<file path="src/rtl/scalar_issue_ctrl.sv">
// Issue/writeback scheduler for the scalar logical, shift and add units.
// Checks S-register reservations and result-bus slots, issues unit go strobes, and times the S writeback.
module scalar_issue_ctrl #(
    parameter int LAT_LOG = 1,
    parameter int LAT_SH  = 2,
    parameter int LAT_DSH = 3,
    parameter int LAT_ADD = 3
) (
    input  logic       clk,
    input  logic       rst_n,
    input  logic       i_issue_vld,
    input  logic [6:0] i_instr,
    input  logic [2:0] i_i,
    input  logic [2:0] i_j,
    input  logic [2:0] i_k,
    output logic       o_issue_ack,
    output logic       o_log_go,
    output logic       o_sh_go,
    output logic       o_add_go,
    output logic       o_wb_vld,
    output logic [1:0] o_wb_sel,
    output logic [2:0] o_wb_addr,
    output logic [7:0] o_s_busy,
    output logic       o_bad_op
);

    localparam logic [1:0] SEL_LOG = 2'd0;
    localparam logic [1:0] SEL_SH  = 2'd1;
    localparam logic [1:0] SEL_ADD = 2'd2;

    // Writeback pipeline; entry 0 drives the writeback outputs.
    logic [2:0] p_v;
    logic [1:0] p_sel  [3];
    logic [2:0] p_addr [3];
    logic [2:0] nxt_v;
    logic [1:0] nxt_sel  [3];
    logic [2:0] nxt_addr [3];

    logic [7:0] s_busy;
    logic [7:0] busy_set;
    logic [7:0] busy_clr;
    logic       bad_op;

    logic       is_log;
    logic       is_log_const;
    logic       is_sh;
    logic       is_dsh;
    logic       is_add;
    logic       is_known;
    logic       chk_i;
    logic       chk_j;
    logic       chk_k;
    logic       src_busy;
    logic       slot_busy;
    logic       accept;
    logic       accept_known;
    logic [1:0] lat;
    logic [1:0] cls_sel;

    // Opcode classification
    always_comb begin
        is_log       = (i_instr >= 7'o042) && (i_instr <= 7'o051);
        is_log_const = (i_instr == 7'o042) || (i_instr == 7'o043);
        is_sh        = (i_instr >= 7'o052) && (i_instr <= 7'o055);
        is_dsh       = (i_instr == 7'o056) || (i_instr == 7'o057);
        is_add       = (i_instr == 7'o060) || (i_instr == 7'o061);
        is_known     = is_log | is_sh | is_dsh | is_add;
    end

    always_comb begin
        lat     = 2'd3;
        cls_sel = SEL_LOG;
        if (is_log) begin
            lat     = 2'(LAT_LOG);
            cls_sel = SEL_LOG;
        end else if (is_sh) begin
            lat     = 2'(LAT_SH);
            cls_sel = SEL_SH;
        end else if (is_dsh) begin
            lat     = 2'(LAT_DSH);
            cls_sel = SEL_SH;
        end else if (is_add) begin
            lat     = 2'(LAT_ADD);
            cls_sel = SEL_ADD;
        end
    end

    // A zero j/k field selects a constant, never a register.
    always_comb begin
        chk_i = 1'b0;
        chk_j = 1'b0;
        chk_k = 1'b0;
        if (is_log && !is_log_const) begin
            chk_j = (i_j != 3'd0);
            chk_k = (i_k != 3'd0);
        end else if (is_sh) begin
            chk_i = 1'b1;
        end else if (is_dsh) begin
            chk_i = 1'b1;
            chk_j = (i_j != 3'd0);
        end else if (is_add) begin
            chk_j = (i_j != 3'd0);
            chk_k = (i_k != 3'd0);
        end
    end

    always_comb begin
        src_busy = (chk_i & s_busy[i_i]) | (chk_j & s_busy[i_j]) | (chk_k & s_busy[i_k]);
        case (lat)
            2'd1:    slot_busy = p_v[1];
            2'd2:    slot_busy = p_v[2];
            default: slot_busy = 1'b0;
        endcase
    end

    always_comb begin
        o_issue_ack  = is_known ? (!src_busy && !s_busy[i_i] && !slot_busy) : 1'b1;
        accept       = i_issue_vld & o_issue_ack;
        accept_known = accept & is_known;
        o_log_go     = accept & is_log;
        o_sh_go      = accept & (is_sh | is_dsh);
        o_add_go     = accept & is_add;
    end

    // Shift toward the output; the new result lands L-1 slots from the front.
    always_comb begin
        nxt_v       = {1'b0, p_v[2], p_v[1]};
        nxt_sel[0]  = p_sel[1];
        nxt_sel[1]  = p_sel[2];
        nxt_sel[2]  = 2'd0;
        nxt_addr[0] = p_addr[1];
        nxt_addr[1] = p_addr[2];
        nxt_addr[2] = 3'd0;
        if (accept_known) begin
            case (lat)
                2'd1: begin
                    nxt_v[0]    = 1'b1;
                    nxt_sel[0]  = cls_sel;
                    nxt_addr[0] = i_i;
                end
                2'd2: begin
                    nxt_v[1]    = 1'b1;
                    nxt_sel[1]  = cls_sel;
                    nxt_addr[1] = i_i;
                end
                default: begin
                    nxt_v[2]    = 1'b1;
                    nxt_sel[2]  = cls_sel;
                    nxt_addr[2] = i_i;
                end
            endcase
        end
    end

    always_comb begin
        busy_clr = p_v[0] ? (8'd1 << p_addr[0]) : 8'd0;
        busy_set = accept_known ? (8'd1 << i_i) : 8'd0;
    end

    always_ff @(posedge clk or negedge rst_n) begin
        if (!rst_n) begin
            p_v    <= 3'd0;
            s_busy <= 8'd0;
            bad_op <= 1'b0;
            for (int n = 0; n < 3; n++) begin
                p_sel[n]  <= 2'd0;
                p_addr[n] <= 3'd0;
            end
        end else begin
            p_v    <= nxt_v;
            s_busy <= (s_busy & ~busy_clr) | busy_set;
            bad_op <= accept & ~is_known;
            for (int n = 0; n < 3; n++) begin
                p_sel[n]  <= nxt_sel[n];
                p_addr[n] <= nxt_addr[n];
            end
        end
    end

    assign o_wb_vld  = p_v[0];
    assign o_wb_sel  = p_sel[0];
    assign o_wb_addr = p_addr[0];
    assign o_s_busy  = s_busy;
    assign o_bad_op  = bad_op;

endmodule

</file>
<file path="config.mk">
export PLATFORM = sky130hd
export DESIGN_NAME = scalar_issue_ctrl
export DESIGN_NICKNAME = d
export VERILOG_FILES = /design/src/rtl/scalar_issue_ctrl.sv
export SDC_FILE = /design/constraint.sdc
export NUM_CORES = 1
export LEC_CHECK = 0
export ABC_AREA = 1
export BUFFER_PORTS_ARGS = -buffer_cell sky130_fd_sc_hd__buf_4
export CAP_MARGIN = 25
export CORE_UTILIZATION = 40
export CTS_CLUSTER_SIZE = 25
export DETAILED_ROUTE_END_ITERATION = 6
export PLACE_DENSITY = 0.71
export REMOVE_ABC_BUFFERS = 1
export SETUP_SLACK_MARGIN = 0.3
export SLEW_MARGIN = 10
export SYNTH_ARGS = -nofsm -noshare
export SYNTH_HDL_FRONTEND = slang
export SYNTH_SLANG_ARGS = --single-unit
</file>
<file path="constraint.sdc">
create_clock -name clk -period 1.5 [get_ports clk]
set_input_delay 0 -clock clk [delete_from_list [all_inputs] [get_ports clk]]
set_output_delay 0 -clock clk [all_outputs]
set_load 0.05 [all_outputs]
</file>
==> results.toml <==
[floorplan]
die_area_um2 = 4860
rows = 24
core_area_um2 = 4380
die_y_um = 69.7
die_x_um = 69.7
ios = 38
start_util_pct = 41.9

[sta]
tightest_slew_ns = 0.358
period_share_pct = 126
slew_viol_final = 0
fin_skew_ns = 0.00274
hold_violations = 0
rsz0062_at_grt = "true"
timing.final.ws_setup_ns = -0.385
hold_ws_ns = 0.0576
layout_min_cycle_time_ns = 1.89
max-slew-margin-rel_pct = 76.1
final-setup-viol-count = 29
timing.fmax_ghz = 0.530

[detailed_routing]
wire_per_inst_um = 13.0
drtIter0Drc = 139
avgViaCountPerCell = 5.10
finalWirelength_mm = 5.14
route.vias.total = 2020
first_pass_iters = 4
antenna_left = 0
remaining_drc_errors = 0

[synthesis]
netlist_top_cells_count = "nand2_1 (91), inv_1 (31), nor2_1 (29)"
synth_cell_types = 22
synth_edf_count = 0
synth.most_common_cell = "nand2_1"
ys_ff_latch = 27
yosys_warnings = 0
yosys.area.top_type = "dfrtp_1"
yosys-top-cells-area = "dfrtp_1 (37%), nand2_1 (19%), nand4_1 (6.5%)"
avgSynthCellArea_um2 = 6.77
ys_async_sr_fraction_pct = 100
synthCells = 271
synthesis.area_um2 = 1840
yosysSeqAreaShare_pct = 36.8
ys.flop_type = "dfrtp_1"
synth_top_cell_area_share_pct = 36.8

[cells_and_area]
layout.nets = 364
final_area_um2 = 2640
post-route-util_pct = 60.2
antenna_cells = 0
drive_above_1_share_pct = 35.5
final_cells = 396
syn_to_final_growth_pct = 43.8

[worst_setup_path]
critPathRequiredTime_ns = 1.50
regToRegStartpoint = "o_s_busy[2]"
rrSetupSlack_ns = -0.34
cp.arrival_ns = 1.89
worstSetupPathType = "flop to output port"
r2r_cells = 16
cp-end-kind = "output port"
critPathCapture = "o_add_go"
rr_endpoint = "p_sel[3]"
worstSetupStartpoint = "o_s_busy[2]"
crit_fanout = 4
startpoint_type = "flop"

[grt]
use_met1_pct = 27.3
gr-usage-met2_pct = 34.2
grt_use_total_pct = 20.9
antenna_found_initial = 0
grt_most_used_layer = "met2"
grt_pass1_vias = 1784
grt_util_met3_pct = 2.62
grt_max_degree = 28
grt_pass1_wl_mm = 8.05
grt_overflow = 0

[clock_tree]
htree_levels = 1
cts_tree = "done"
cts-root-buf = "clkbuf_8"
cts_sinks = 27
insertion_delay_ns = 0.28
clk_pin_slew_ns = 0.09
cts_made_buffers = 3
clockBufferDepth = 2

[pwr]
intPower_uw = 1190
switchingPower_uw = 599
peakVddDrop_uv = 506
p_per_area_nw_per_um2 = 676
clockPowerShare_pct = 23.6
switching_share_pct = 33.5
combinationalPowerShare_pct = 33.4
leakagePower_uw = 0.00139
p_seq_share_pct = 43.0

[placement]
place_ws_ns = -0.0997
dp_cells = 374
io_buffers = 37
dp_hpwl_mm = 3.51
place_area_um2 = 2310
gp_congestion = 0.836

[worst_hold_path]
hold_path.class = "input pin to flop"

[status]
failed_checks = "negative setup slack"
status = "finished with violations"

[flow_run]
maxCapViolCount = 0
worst max-delay path, cell delays in order, from the launching register on:
cell	delay (ns)
dfrtp_1	0.43
inv_2	0.08
nand2_1	0.05
nand2_1	0.05
nand2_1	0.05
nand2_1	0.06
nand2_1	0.07
nand2_2	0.08
nand3_2	0.08
nor2_4	0.13
nand2_2	0.07
nand2_4	0.09
nand2_4	0.08
nor2_4	0.13
buf_8	0.15
layer usage:
metal | vias to the layer above | share of wire [%]
met2 | 43 | 51
met5 | - | 0
met4 | 0 | 2.3
met3 | 11 | 3.2
met1 | 953 | 44
li1 | 1013 | -
kinds of logic (layout without fill, tap and decap cells):
family,Yosys count,count (layout),share of synthesized area (%)
buf+inv,47,120,11.3
simple gates,170,170,43.6
compound gates,27,27,8.25
flops,27,27,36.8
cell usage in the layout, fill, tap and decap left out:
master and instances:
nand2_1 86, buf_4 65, inv_1 28, dfrtp_1 27
nor2_1 24, nand4_1 19, o21ai_0 18, nand2_2 11
nand3_1 10, inv_2 9, a21oi_1 7, nor2_4 6
buf_6 6, nand3_2 5, nor2_2 3, nand2_4 3
clkbuf_8 3, buf_8 3, buf_12 3, nand4_2 2
a21boi_4 1, o21a_1 1, nor2_8 1, clkbuf_1 1
buf_16 1, dlygate4sd3_1 1
how the worst min path moves through the flow:
stage	start	end	slack, ns	depth (start not counted)
finish	i_i[2]	o_s_busy[2]	0.06	4
floorplan	rst_n	o_bad_op	-0.30	0
detailed placement	rst_n	o_bad_op	-0.06	1
global placement	rst_n	o_bad_op	-0.07	1
global route	i_i[2]	o_s_busy[1]	0.07	4
CTS	i_i[2]	o_s_busy[1]	0.04	4
registers in the layout, summed over array words and instances, names as in the netlist:
signal / flops
p_v: 3
p_addr: 6
o_wb_addr: 3
o_s_busy: 8
p_sel: 4
o_bad_op: 1
o_wb_sel: 2
layout make-up:
class	instances	area, µm²
fillers	395	1740
multi-input cells	197	1020
repair buffers	79	698
flip-flops and latches	27	676
inverters	37	139
well taps	52	65.1
clock buffers	4	45.0
power groups by stage:
stage / Sequential, µW / Combinational [µW] / Clock (µW)
floorplan: 842 / 203 / 0
global placement: 780 / 490 / 0
detailed placement: 781 / 495 / 0
CTS: 767 / 559 / 438
global route: 770 / 639 / 470
finish: 767 / 596 / 422
stage by stage:
| step | total power (µW) | TNS, ns |
|---|---|---|
| after detailed placement | 1280 | -1.79 |
| after global routing | 1880 | -13.10 |
| after CTS | 1760 | -6.38 |
| final | 1780 | -8.49 |
| after global placement | 1270 | -1.48 |
| after floorplan | 1050 | -6.40 |
timing repair:
item / CTS / global route
pin swaps: 13 / 12
cloned: 1 / 0
endpoints found under the setup margin: 30 / 30
setup buffers: 13 / 3
hold buffers: 1 / 0
hold endpoints to repair: 27 / 0
resized for setup: 19 / 15
(Power assumes the default switching activity.)
